## src/rtl/cr_su_in_arb.sv

```systemverilog
// Schedule-update input arbiter: N_SRC one-entry source holds feeding a single
// registered output through a round-robin grant, with transfer and stall counters.
module cr_su_in_arb #(
    parameter int N_SRC  = 4,
    parameter int DATA_W = 64
) (
    input  logic                      clk,
    input  logic                      rst_n,
    input  logic [N_SRC-1:0]          src_valid,
    input  logic [N_SRC*DATA_W-1:0]   src_data,
    output logic [N_SRC-1:0]          src_ready,
    output logic                      su_out_valid,
    output logic [DATA_W-1:0]         su_out_data,
    input  logic                      su_ready,
    output logic [31:0]               xfer_cnt,
    output logic [31:0]               stall_cnt,
    output logic [N_SRC-1:0]          src_grant
);

    localparam int PTR_W = (N_SRC > 1) ? $clog2(N_SRC) : 1;

    logic [N_SRC-1:0]  hold_vld_q;
    logic [N_SRC-1:0]  hold_vld_d;
    logic [DATA_W-1:0] hold_dat_q [N_SRC];
    logic              out_vld_q;
    logic              out_vld_d;
    logic [DATA_W-1:0] out_dat_q;
    logic [DATA_W-1:0] out_dat_d;
    logic [PTR_W-1:0]  rr_ptr_q;
    logic [PTR_W-1:0]  rr_ptr_d;
    logic [31:0]       xfer_cnt_q;
    logic [31:0]       xfer_cnt_d;
    logic [31:0]       stall_cnt_q;
    logic [31:0]       stall_cnt_d;

    logic              out_free_s;
    logic              gnt_any_s;
    logic [PTR_W-1:0]  gnt_idx_s;
    logic [PTR_W-1:0]  srch_idx_s;
    logic [N_SRC-1:0]  grant_s;
    logic [N_SRC-1:0]  ready_s;
    logic [N_SRC-1:0]  src_xfer_s;

    assign out_free_s   = ~out_vld_q | su_ready;
    assign ready_s      = ~hold_vld_q | grant_s;
    assign src_xfer_s   = src_valid & ready_s;
    assign src_ready    = ready_s;
    assign src_grant    = grant_s;
    assign su_out_valid = out_vld_q;
    assign su_out_data  = out_dat_q;
    assign xfer_cnt     = xfer_cnt_q;
    assign stall_cnt    = stall_cnt_q;

    // Round-robin search over the full holds, starting at rr_ptr_q.
    always_comb begin
        gnt_any_s  = 1'b0;
        gnt_idx_s  = '0;
        srch_idx_s = '0;
        grant_s    = '0;
        for (int k = 0; k < N_SRC; k++) begin
            srch_idx_s = PTR_W'((int'(rr_ptr_q) + k) % N_SRC);
            if (!gnt_any_s && hold_vld_q[srch_idx_s]) begin
                gnt_any_s = 1'b1;
                gnt_idx_s = srch_idx_s;
            end else begin
                gnt_idx_s = gnt_idx_s;
            end
        end
        if (out_free_s && gnt_any_s) begin
            grant_s[gnt_idx_s] = 1'b1;
        end else begin
            grant_s = '0;
        end
    end

    // Next-state for holds, output register, pointer and counters.
    always_comb begin
        hold_vld_d  = hold_vld_q;
        out_vld_d   = out_vld_q;
        out_dat_d   = out_dat_q;
        rr_ptr_d    = rr_ptr_q;
        xfer_cnt_d  = xfer_cnt_q;
        stall_cnt_d = stall_cnt_q;

        // A same-cycle reload wins over the release so a source can stream at full rate.
        for (int i = 0; i < N_SRC; i++) begin
            if (src_xfer_s[i]) begin
                hold_vld_d[i] = 1'b1;
            end else if (grant_s[i]) begin
                hold_vld_d[i] = 1'b0;
            end else begin
                hold_vld_d[i] = hold_vld_q[i];
            end
        end

        if (out_free_s) begin
            if (gnt_any_s) begin
                out_vld_d = 1'b1;
                out_dat_d = hold_dat_q[gnt_idx_s];
                rr_ptr_d  = PTR_W'((int'(gnt_idx_s) + 1) % N_SRC);
            end else begin
                out_vld_d = 1'b0;
            end
        end else begin
            out_vld_d = out_vld_q;
        end

        if (out_vld_q && su_ready) begin
            xfer_cnt_d = xfer_cnt_q + 32'd1;
        end else begin
            xfer_cnt_d = xfer_cnt_q;
        end

        if (out_vld_q && !su_ready && (stall_cnt_q != 32'hFFFF_FFFF)) begin
            stall_cnt_d = stall_cnt_q + 32'd1;
        end else begin
            stall_cnt_d = stall_cnt_q;
        end
    end

    // Control state with asynchronous clear.
    always_ff @(posedge clk or negedge rst_n) begin
        if (!rst_n) begin
            hold_vld_q  <= '0;
            out_vld_q   <= 1'b0;
            rr_ptr_q    <= '0;
            xfer_cnt_q  <= 32'd0;
            stall_cnt_q <= 32'd0;
        end else begin
            hold_vld_q  <= hold_vld_d;
            out_vld_q   <= out_vld_d;
            rr_ptr_q    <= rr_ptr_d;
            xfer_cnt_q  <= xfer_cnt_d;
            stall_cnt_q <= stall_cnt_d;
        end
    end

    // Data registers carry no reset; their valid bits qualify them.
    always_ff @(posedge clk) begin
        for (int i = 0; i < N_SRC; i++) begin
            if (src_xfer_s[i]) begin
                hold_dat_q[i] <= src_data[i*DATA_W +: DATA_W];
            end
        end
        out_dat_q <= out_dat_d;
    end

endmodule

```

## config.mk

```make
export PLATFORM = sky130hd
export DESIGN_NAME = cr_su_in_arb
export DESIGN_NICKNAME = d
export VERILOG_FILES = /design/src/rtl/cr_su_in_arb.sv
export SDC_FILE = /design/constraint.sdc
export NUM_CORES = 1
export LEC_CHECK = 0
export ABC_AREA = 1
export BUFFER_PORTS_ARGS = -buffer_cell sky130_fd_sc_hd__buf_4
export CAP_MARGIN = 30
export CELL_PAD_IN_SITES_DETAIL_PLACEMENT = 1
export CELL_PAD_IN_SITES_GLOBAL_PLACEMENT = 1
export CORE_ASPECT_RATIO = 0.5
export CORE_UTILIZATION = 25
export CTS_CLUSTER_DIAMETER = 150
export DETAILED_ROUTE_END_ITERATION = 10
export PLACE_DENSITY = 0.57
export SYNTH_ARGS = -nofsm -noshare
export SYNTH_HDL_FRONTEND = slang
export SYNTH_SLANG_ARGS = --single-unit
```

## constraint.sdc

```tcl
create_clock -name clk -period 18.9 [get_ports clk]
set_clock_uncertainty 0.2 [all_clocks]
set_input_delay 3.78 -clock clk [delete_from_list [all_inputs] [get_ports clk]]
set_output_delay 3.78 -clock clk [all_outputs]
set_load 0.02 [all_outputs]
```

; Word level (Yosys, flattened, before mapping)
; Memories as Yosys holds them, arrays and structs flattened. A register that Yosys moved wholly into a read port is not among the register bits.
; Index checks and enable logic that the tools add are counted.
[word_totals]
register_bits = 71
ramBits = 256
input_bits = 263
out_inout_bits = 137
wordCells = 80
memories = 1
[mem_list]
columns = memory, depth, word_bits, read_ports, rd_clocked_by_memory_dff, wr, line
row1 = hold_dat_q, 4, 64, 1, 1, 4, 24  ; logic [DATA_W-1:0] hold_dat_q [N_SRC];
[op_classes]
n_addsub = 6
n_lt_le_gt_ge = 6
n_eq_ne = 1
muxes = 36
bitwise_logic = 5
n_reduce_logical = 17
[ops]
columns = op, n
row1 = 32-bit by 1-bit adder with 32-bit output (second input constant), 2
row2 = 32-bit != test (second input constant), 1
row3 = 1-bit 2-to-1 mux, 26
row4 = 2-bit by 3-bit less-than comparator with 1-bit output (second input constant), 5
row5 = 1-bit binary-select mux with 2-bit select, 4
row6 = 1-bit logical AND, 8
row7 = 2-bit 2-to-1 mux, 4
row8 = 2-bit nonzero test, 4
row9 = 2-bit by 1-bit adder with 2-bit output (second input constant), 2
row10 = 2-bit adder (second input constant), 2
row11 = 4-bit AND, 1
row12 = 1-bit logical NOT, 4
row13 = 4-bit 2-to-1 mux, 1
row14 = 4-bit inverter, 1
row15 = 4-bit OR, 1
row16 = 1-bit demux with 2-bit select, 1
row17 = 2-bit by 1-bit >= comparator with 1-bit output (second input constant), 1
row18 = 2-bit AND reduction, 1
row19 = 1-bit inverter, 1
row20 = 1-bit OR, 1

; Logic depth before layout (Yosys ltp)
[depth]
word_depth = 21
depth_mapped = 16

; Worst setup path before layout
; OpenSTA, ideal clock, no wires.
[synth_timing]
kind = input to output
from = input port su_ready
to = output port src_ready[0]
t_arrival_ns = 5.932
required_ns = 14.920
setup_slack_ns = 8.988
cell_stages = 6
cell_sequence = inv_1 nand2_1 nand2_1 inv_1 nand2_1 o21ai_1
[synth_via]
elab_chain_len = 4
[synth_lines]
columns = element, line
row1 = start: declaration, 14  ; input logic su_ready,
row2 = 1-bit OR, 44  ; assign out_free_s = ~out_vld_q | su_ready;
row3 = 1-bit logical AND, 69  ; if (out_free_s && gnt_any_s) begin
row4 = 4-bit 2-to-1 mux, 69
row5 = 4-bit OR, 45  ; assign ready_s = ~hold_vld_q | grant_s;
row6 = end: declaration, 11  ; output logic [N_SRC-1:0] src_ready,
; Every way passes these cells.

; Final worst setup path
; Same ends and word-level chain as after synthesis.

==> results.toml <==
[final_layout]
layout-drive-gt1-share = 0.246
fin_nets = 2231
most-common-layout-cells = "nand2_1 (494), buf_4 (415), edfxtp_1 (320)"
final_common_cell = "nand2_1"
synthToLayoutAreaGrowth_pct = 31.6
post-route-util = 0.337
instances_no_fill = 2884

[sta]
tns_ps = 0
report.final.slew_viol_count = 0
max_freq_mhz = 106
slew_headroom = 0.336
finalHoldViolCount = 0
rsz0062_at_grt = "no"
period_minus_slack_ps = 9430
setup_viol = 0
fin_crit_sh = 0.499
tightest_slew_ps = 994

[clocking]
tritoncts = "yes"
cts.clk_slew.worst_paths_ps = 60
cts_sinks = 391
htreeDepth = 2
numCtsBuffers = 42
root_buffer = "clkbuf_16"
clk_path_buf_depth = 3
postCtsSetupRepairBufs = 0
worst_skew_pair.late_latency_ps = 550
post_cts_resize_count = 0
cts_hold_buf = 0

[die]
ioPinCount = 400
initial_core_util = 0.256
rows = 66
fp.dieW_um = 369
die-area_sq_um = 68500
coreArea_sq_um = 65800
dieHeight_um = 186

[synth]
synth_top_family_by_area = "simple AND/OR/NAND/NOR gates"
syn_nets = 1842
yosysWarnings = 0
async_reset_ff_frac = 0.182
yosysSeqAreaShare = 0.676
synth-edff-count = 320
synth-main-ff-cell = "edfxtp_1"
synth-compound-area-share = 0.00557
syn_inst = 1577
syn_avg_cell_area_sq_um = 10.7
post_synth_num_cell_types = 30
synth_xor_area_frac = 0.0291
ys_seq_elements = 391
synth-simple-area-share = 0.219
synth_fa_ha_area_frac = 0.00149
synth_mux_area_frac = 0
synth_area_sq_um = 16800

[drt]
first_pass_iters = 8
drtAntennaViolNets = 0
drt-wirelength-per-cell_um = 20.2
totalWireLength_um = 58200
drc = 4
drtIter0Drc = 592
vias_per_cell = 4.43
route.vias.total = 12800

[critical_path]
crit_buf_inv = 6
end_kind = "output pin"
path_delay_family = "buffers and inverters"
cp_max_fo = 49
crit_required_ps = 14920
timing_worst_setup_path_type = "input port to output pin"
slowest_delay_ps = 320
cp_cell_sequence = "buf_4 > inv_1 > nand2_1 > nand2_1 > clkinv_2 > buf_4 > buf_16 > nand2_1 > o21ai_1 > buf_4"
cp_slowest_cell = "buf_16"
startpoint_type = "input port"
arrival_ps = 5450

[global_routing]
grt_pass1_vias = 13000
grt_pass1_wl_um = 84200
grt_max_degree = 59
grt_remaining_overflow = 0
grt_antenna_before_repair = 6
grt_usage = 0.165

[pwr]
internal-power_w = 0.00227
leakage_nw = 9.84
sw_frac_of_total = 0.419
p_switching_w = 0.00163
power_density_nw_per_um2 = 176
combPwrFrac = 0.435
seqPwrFrac = 0.361
clock_power_share = 0.204
ir_drop_v = 0.0000850

[flow_run]
drv_cap = 0

[outcome]
status = "finished with violations"
violations = "DRC"

[place]
portBuffers = 399
dp_cells = 2806
finalWeightedCongestion = 0.795
dp_hpwl_um = 41100

[hold_path]
holdCritPathClass = "flop to flop"
## power groups by stage
stage,Sequential [W],Clock (W),Combinational (W)
after floorplan,0.00154,0,0.000966
after global placement,0.00143,0,0.00168
after detailed placement,0.00143,0,0.00173
after CTS,0.00141,0.000819,0.00174
after global routing,0.00143,0.000852,0.00188
final,0.00141,0.000797,0.00170
## state kept, by name, summed over array words and instances, names as in the netlist
name / cells
hold_vld_q: 4
su_out_valid: 1
rr_ptr_q: 2
xfer_cnt: 32
su_out_data: 64
stall_cnt: 32
hold_dat_q: 256
## cell usage after synthesis (all sizes together) (3+ instances only)
master  instances  area (sq um)
xnor2          15           131
inv           203           764
o21ai          12          63.8
nand4         143           895
a21oi           3          15.0
buf            64           357
edfxtp        320          9610
clkbuf         11          41.3
nand2         495          1860
dfrtp          71          1780
nand3          95           495
nor2           64           250
nor3           31           160
nor4            3          18.8
xor2           41           359
## path summary, 6_finish.rpt
path,startpoint,endpoint,slack (ps),depth (start not counted)
max,su_ready,src_ready[0],9470,10
max in group asynchronous,rst_n,xfer_cnt[15],14880,2
min in group asynchronous,rst_n,hold_vld_q[2],3020,1
min reg2reg,xfer_cnt[31],xfer_cnt[31],270,1
min,xfer_cnt[31],xfer_cnt[31],270,1
max reg2reg,rr_ptr_q[0],hold_dat_q[0][50],13650,15
## area by class of cell
cell class,count,area (sq um)
Inverter,204,769
Clock buffer,51,1080
Multi-Input combinational cell,907,4370
Clock inverter,21,193
Timing Repair Buffer,420,3250
Sequential cell,391,11400
Tap cell,884,1110
Fill cell,7366,43600
Antenna cell,6,15.0
## per-stage QoR
| step | instance area (sq um) | total power [W] | hold slack, ps | setup slack [ps] |
|---|---|---|---|---|
| after floorplan | 16800 | 0.00250 | 376 | 8990 |
| after global placement | 20700 | 0.00310 | 268 | 9120 |
| after detailed placement | 20900 | 0.00316 | 280 | 9490 |
| after CTS | 22200 | 0.00397 | 288 | 9470 |
| after global routing | 22200 | 0.00416 | 295 | 9320 |
| final | 22200 | 0.00390 | 274 | 9470 |
## layer usage
metal	global-route usage	vias up	wire (um)
met1	0.182	6415	21800
met3	0.0204	82	1540
met5	0	-	0
met2	0.324	199	33000
met4	0.0594	0	1850
li1	-	6070	-
## worst register-to-register path, delay by kind of cell, from the launching register on
| family | cells | cell delay [ps] |
|---|---|---|
| AOI/OAI and AO/OA | 1 | 170 |
| and+or+nand+nor | 8 | 2270 |
| DFF | 1 | 590 |
| buffers and inverters | 6 | 1630 |
## cell families after synthesis
| family | after synthesis |
|---|---|
| fa+ha+maj | 2 |
| xor+xnor | 56 |
| compound gates | 17 |
| flops | 391 |
| simple gates | 832 |
| buf+inv | 279 |
Note: power is estimated with default switching activity, not from simulation.
